**src/rtl/alu_arbiter.sv**
```systemverilog
// alu_arbiter: round-robin sharing of one combinational 8-bit alu between two requesters.
// Build option ALU_ARB_DIVZERO_EN: divide/modulo by zero returns 8'hFF with rsp_err=1.

module alu (
  input  logic [7:0] a,
  input  logic [7:0] b,
  input  logic [3:0] x,
  output logic [7:0] op
);
  always_comb begin
    op = 8'h00;
    case (x)
      4'b0000: op = a + b;
      4'b0001: op = a - b;
      4'b0010: op = a * b;
      4'b0011: op = a / b;
      4'b0100: op = a % b;
      4'b0101: op = a & b;
      4'b0110: op = a | b;
      4'b0111: op = {7'd0, (a != 8'h00) && (b != 8'h00)};
      4'b1000: op = {7'd0, (a != 8'h00) || (b != 8'h00)};
      4'b1001: op = a ^ b;
      4'b1010: op = ~a;
      4'b1011: op = {7'd0, a == 8'h00};
      4'b1100: op = {1'b0, a[7:1]};
      4'b1101: op = {a[6:0], 1'b0};
      4'b1110: op = a + 8'd1;
      default: op = a - 8'd1;
    endcase
  end
endmodule

// state | meaning
// IDLE  | waiting for a request; grant is combinational, ready only here
// EXEC  | alu sees latched operands; result and error are registered
// RESP  | response held on the owner's channel until it is consumed
module alu_arbiter (
  input  logic       clk,
  input  logic       rst_n,
  input  logic       req0_valid,
  input  logic       req1_valid,
  output logic       req0_ready,
  output logic       req1_ready,
  input  logic [7:0] req0_a,
  input  logic [7:0] req0_b,
  input  logic [7:0] req1_a,
  input  logic [7:0] req1_b,
  input  logic [3:0] req0_x,
  input  logic [3:0] req1_x,
  output logic       rsp0_valid,
  output logic       rsp1_valid,
  input  logic       rsp0_ready,
  input  logic       rsp1_ready,
  output logic [7:0] rsp0_op,
  output logic [7:0] rsp1_op,
  output logic       rsp0_err,
  output logic       rsp1_err
);
  typedef enum logic [1:0] {IDLE = 2'd0, EXEC = 2'd1, RESP = 2'd2} state_t;

  state_t     state, state_nxt;
  logic       rst_meta, rst_sync_n;
  logic       prio, owner, grant;
  logic       accept, rsp_hs, div_zero;
  logic [7:0] opa, opb, alu_op, exec_op, rsp_op_r;
  logic [3:0] opx;
`ifdef ALU_ARB_DIVZERO_EN
  logic       rsp_err_r;
`endif

  // Assertion is immediate; release waits two edges so no flop leaves reset near an edge.
  always_ff @(posedge clk or negedge rst_n) begin
    if (!rst_n) begin
      rst_meta   <= 1'b0;
      rst_sync_n <= 1'b0;
    end else begin
      rst_meta   <= 1'b1;
      rst_sync_n <= rst_meta;
    end
  end

  alu u_alu (
    .a  (opa),
    .b  (opb),
    .x  (opx),
    .op (alu_op)
  );

  assign grant    = (req0_valid && req1_valid) ? prio : req1_valid;
  assign accept   = (state == IDLE) && rst_sync_n && (req0_valid || req1_valid);
  assign rsp_hs   = (state == RESP) && (owner ? rsp1_ready : rsp0_ready);
  assign div_zero = ((opx == 4'b0011) || (opx == 4'b0100)) && (opb == 8'h00);

`ifdef ALU_ARB_DIVZERO_EN
  assign exec_op = div_zero ? 8'hFF : alu_op;
`else
  assign exec_op = div_zero ? 8'h00 : alu_op;
`endif

  always_ff @(posedge clk or negedge rst_sync_n) begin
    if (!rst_sync_n) state <= IDLE;
    else             state <= state_nxt;
  end

  always_comb begin
    state_nxt = state;
    case (state)
      IDLE:    if (accept) state_nxt = EXEC;
      EXEC:    state_nxt = RESP;
      RESP:    if (rsp_hs) state_nxt = IDLE;
      default: state_nxt = IDLE;
    endcase
  end

  always_comb begin
    req0_ready = accept && !grant;
    req1_ready = accept && grant;
    rsp0_valid = 1'b0;
    rsp1_valid = 1'b0;
    rsp0_op    = 8'h00;
    rsp1_op    = 8'h00;
    rsp0_err   = 1'b0;
    rsp1_err   = 1'b0;
    if (state == RESP) begin
      if (owner) begin
        rsp1_valid = 1'b1;
        rsp1_op    = rsp_op_r;
`ifdef ALU_ARB_DIVZERO_EN
        rsp1_err   = rsp_err_r;
`endif
      end else begin
        rsp0_valid = 1'b1;
        rsp0_op    = rsp_op_r;
`ifdef ALU_ARB_DIVZERO_EN
        rsp0_err   = rsp_err_r;
`endif
      end
    end
  end

  always_ff @(posedge clk or negedge rst_sync_n) begin
    if (!rst_sync_n) begin
      opa      <= 8'h00;
      opb      <= 8'h00;
      opx      <= 4'h0;
      owner    <= 1'b0;
      prio     <= 1'b0;
      rsp_op_r <= 8'h00;
`ifdef ALU_ARB_DIVZERO_EN
      rsp_err_r <= 1'b0;
`endif
    end else begin
      if (accept) begin
        owner <= grant;
        opa   <= grant ? req1_a : req0_a;
        opb   <= grant ? req1_b : req0_b;
        opx   <= grant ? req1_x : req0_x;
      end
      if (state == EXEC) begin
        rsp_op_r <= exec_op;
`ifdef ALU_ARB_DIVZERO_EN
        rsp_err_r <= div_zero;
`endif
      end
      if (rsp_hs) prio <= ~owner;
    end
  end
endmodule

```
**config.mk**
```make
export PLATFORM = sky130hd
export DESIGN_NAME = alu_arbiter
export DESIGN_NICKNAME = d
export VERILOG_FILES = /design/src/rtl/alu_arbiter.sv
export SDC_FILE = /design/constraint.sdc
export NUM_CORES = 1
export LEC_CHECK = 0
export BUFFER_PORTS_ARGS = -buffer_cell sky130_fd_sc_hd__buf_2
export CAP_MARGIN = 20
export CORE_MARGIN = 10
export CORE_UTILIZATION = 37
export CTS_CLUSTER_SIZE = 12
export DETAILED_ROUTE_END_ITERATION = 10
export GPL_TIMING_DRIVEN = 0
export HOLD_SLACK_MARGIN = 0.08
export REMOVE_ABC_BUFFERS = 1
export SYNTH_ARGS = -nofsm -noshare
export SYNTH_HDL_FRONTEND = slang
export SYNTH_SLANG_ARGS = --single-unit
```
**constraint.sdc**
```tcl
create_clock -name clk -period 2.2 [get_ports clk]
set_clock_uncertainty 0.15 [all_clocks]
set_input_delay 0.33 -clock clk [delete_from_list [all_inputs] [get_ports clk]]
set_output_delay 0.33 -clock clk [all_outputs]
set_load 0.03 [all_outputs]
```
==> metrics.md <==
| Metric | Value |
|---|---|
| First-pass GRT wire length | `32.93 mm` |
| Worst Tran Pin Value | `around 1.1 ns` |
| GR Overflow Total | `0` |
| TritonCTS clock tree | `built` |
| MaxCap Viol Count | `0` |
| Slew Limit Fails | `0` |
| Most frequent CP cell | `ha_4` |
| WL final | `21.14 mm` |
| Adder-Cell Fraction of Synth Area | `21.81%` |
| Crit-path max FO | `7` |
| Slowest-stage cell, CP | `dfrtp_4` |
| Ports | `68` |
| Critical path class | `register to register` |
| Worst Reg2Reg Path Length in Cells | `48` |
| Register area | `868.3 um^2` |
| Port bufs | `65` |
| Clk sink count | `34` |
| Non-filler cells, final | `1,105` |
| Synth-to-layout area growth | `35.72%` |
| Slew Limit Headroom | `29.87%` |
| Multi-input gate area | `5326 um^2` |
| Final period utilization | `476.9%` |
| Yosys top cell area share | `17.04%` |
| Largest family of logic cells by synthesized area | `compound AO/OA/AOI/OAI gates` |
| EDFF count, synth | `0` |
| Ys Warns | `0` |
| Reg-to-Reg Start | `opb[5]$_DFFE_PN0P_` |
| H-tree depth | `2` |
| Full die area | `21,320 um^2` |
| DRC | `0` |
| Area contributors post-synth | `ha_1 (17%), dfrtp_1 (14%), nor2_1 (5.2%), fa_1 (4.8%), a21oi_1 (4.6%)` |
| Routed vias | `approximately 6,300` |
| # fillers | `1,491` |
| Post-synthesis xor/xnor area fraction | `5.389%` |
| Worst hold slack | `0.08381 ns` |
| Nets | `a little over 1,000` |
| Placed Area | `6351 um^2` |
| Unrepaired setup endpoints after global routing | `yes` |
| Most common cell in the synthesized netlist | `nor2_1` |
| Number of global-route vias before repair | `6,335` |
| Standard-cell row count | `between 40 and 50` |
| Synthesized instance count | `roughly 760` |
| Final Hold Viols | `0` |
| Fmax | `95.32 MHz` |
| Detailed Routing Iterations Pass 1 | `6` |
| Largest stage delay, worst path | `0.54 ns` |
| Hold WC Path Type | `register to asynchronous set/reset pin` |
| Mapped Avg Cell Area | `7.781 um^2` |
| Proportion of synthesized area in mux cells | `about 6%` |
| Die height | `146 um` |
| DR iter-0 viols | `496` |
| Synth Cell Area | `5874 um^2` |
| Routability cong. | `0.9231` |
| CTS buffer count | `5` |
| Setup ws final | `-8.291 ns` |
| Drt wl/cell | `19.13 um` |
| Synth Area in Simple Gates | `~21%` |
| Via/cell ratio | `approximately 5.7` |
| Core area | `15,710 um^2` |
| Setup crit end kind | `register` |
| Initial antenna violation count | `1` |
| Crit path launch type | `register` |
| Ys async rst share | `100.0%` |
| Count of cell types in the netlist | `80` |
| Status | `finished with violations` |
| Setup-failing EPs final | `8` |
| Top cells by instance count after synthesis | `nor2_1 (82), ha_1 (80), inv_1 (58)` |
| Initial Utilization | `37.39%` |
| Commonest register cell after synthesis | `dfrtp_1` |
| Longest Clk Path Bufs | `2` |
| Register area share after synthesis | `14.48%` |
| Setup TNS | `-65.61 ns` |
| Inserted Diodes | `0` |
| Yosys top cell by area | `ha_1` |
| Worst endpoint required time | `2.22 ns` |
| Largest net degree at the start of global routing | `35` |
| Layout cells sized above 1 | `between 30% and 40%` |
| # placed instances | `999` |
| Root Driver | `clkbuf_16` |
| Routed Antenna Nets | `0` |
| Failing checks | `setup timing` |
| Final min period | `between 10 and 15 ns` |
| Clock-pin slew on the worst setup and hold paths | `roughly 0.060 ns` |
| Arrival time at the worst endpoint | `10.51 ns` |
| Clk_lat worst skew | `0.29 ns` |
| R2R Path End | `rsp_op_r[7]$_DFFE_PN0N_` |
| Dpl hpwl | `13.35 mm` |
| Compound-gate portion of the synthesized area | `24.86%` |
| Final instance area | `7973 um^2` |
| FF+latch count, synth | `34` |
| All-Layer GR Usage | `between 10% and 20%` |
| Worst reg2reg setup slack | `-8.29 ns` |
| Die width | `146 um` |
[worst max path at each step]
stage	start	end	slack (ns)	cells past startpoint
2_1_floorplan	opb[0]$_DFFE_PN0P_	rsp_op_r[2]$_DFFE_PN0N_	-8.55	46
3_3_place_gp	opb[0]$_DFFE_PN0P_	rsp_op_r[2]$_DFFE_PN0N_	-10.78	47
3_5_place_dp	opb[0]$_DFFE_PN0P_	rsp_op_r[2]$_DFFE_PN0N_	-10.84	47
4_1_cts	opb[7]$_DFFE_PN0P_	rsp_op_r[7]$_DFFE_PN0N_	-7.92	45
5_1_grt	opb[5]$_DFFE_PN0P_	rsp_op_r[7]$_DFFE_PN0N_	-8.60	50
6_report	opb[5]$_DFFE_PN0P_	rsp_op_r[7]$_DFFE_PN0N_	-8.29	48
[flip-flops by register name, indices dropped and copies added (netlist names)]
signal and flops:
prio 1, opb 8, owner 1, rst_sync_n 1
rst_meta 1, state 2, opa 8, rsp_op_r 8
opx 4
[cell usage in the layout, fill, tap and decap left out, drive strengths merged, types with 4 or more instances in the layout]
| master | instances |
|---|---|
| buf | 160 |
| nor2 | 82 |
| ha | 80 |
| inv | 58 |
| a21oi | 56 |
| nand2 | 48 |
| o21ai | 42 |
| dfrtp | 34 |
| mux2i | 27 |
| xnor2 | 22 |
| nor3 | 21 |
| nand3 | 15 |
| fa | 14 |
| o211ai | 13 |
| and2 | 12 |
| and3 | 12 |
| a22oi | 10 |
| or2 | 10 |
| o21a | 9 |
| xor2 | 9 |
| nand2b | 9 |
| nor2b | 8 |
| a31oi | 8 |
| or3 | 7 |
| a21o | 7 |
| a221oi | 7 |
| clkbuf | 7 |
| nor4 | 6 |
| o22ai | 5 |
| mux2 | 5 |
| a211oi | 5 |
| a22o | 4 |
| a21boi | 4 |
| clkinv | 4 |
| o31ai | 4 |
[through the flow]
step,utilization [%],worst slack [ns]
finish,50.74,-8.291
global route,50.74,-8.595
CTS,49.03,-7.919
detailed placement,40.42,-10.84
global placement,40.13,-10.78
floorplan,-,-8.546
[layer usage]
metal	track usage, %	vias up	wire, um
li1	-	3005	-
met1	23.51	3022	8853
met2	30.58	253	9996
met3	4.260	62	1548
met4	6.206	2	722
met5	0	-	17
[final cells by class]
type / count / area share (%)
clock inverters: 1 / 0.06277
flip-flops and latches: 34 / 10.89
repair inverters: 2 / 0.1255
well taps: 216 / 3.390
multi-input cells: 623 / 66.81
clock buffers: 7 / 1.789
repair buffers: 161 / 13.87
inverters: 61 / 3.060
[cells by family (layout without fill, tap and decap cells)]
kind of cell             Yosys count  after routing
flip-flops                        34             34
XOR/XNOR                          33             33
multiplexers                      33             33
adder cells (fa/ha/maj)           94             94
buffers and inverters            101            232
AND/OR/NAND/NOR                  244            245
AO/OA/AOI/OAI                    214            215
other                              2              3
[worst max-delay path, delay by kind of cell (launching register included)]
kind	cells	cell delay [ns]
AOI/OAI and AO/OA	26	5.15
adders and majority gates	7	1.67
buffers and inverters	7	0.79
DFF	1	0.54
muxes	2	0.60
and+or+nand+nor	6	1.40
[what timing repair did]
item,CTS,global route
endpoints found under the hold margin,2,0
endpoints found under the setup margin,31,9
gates cloned,4,0
gates resized for setup,128,23
buffers inserted,76,17
hold buffers,1,0
pin swaps,64,38
Power is left out: the tool's default activity adds up to more than one toggle a clock period on the data nets, which glitch-free logic cannot reach.
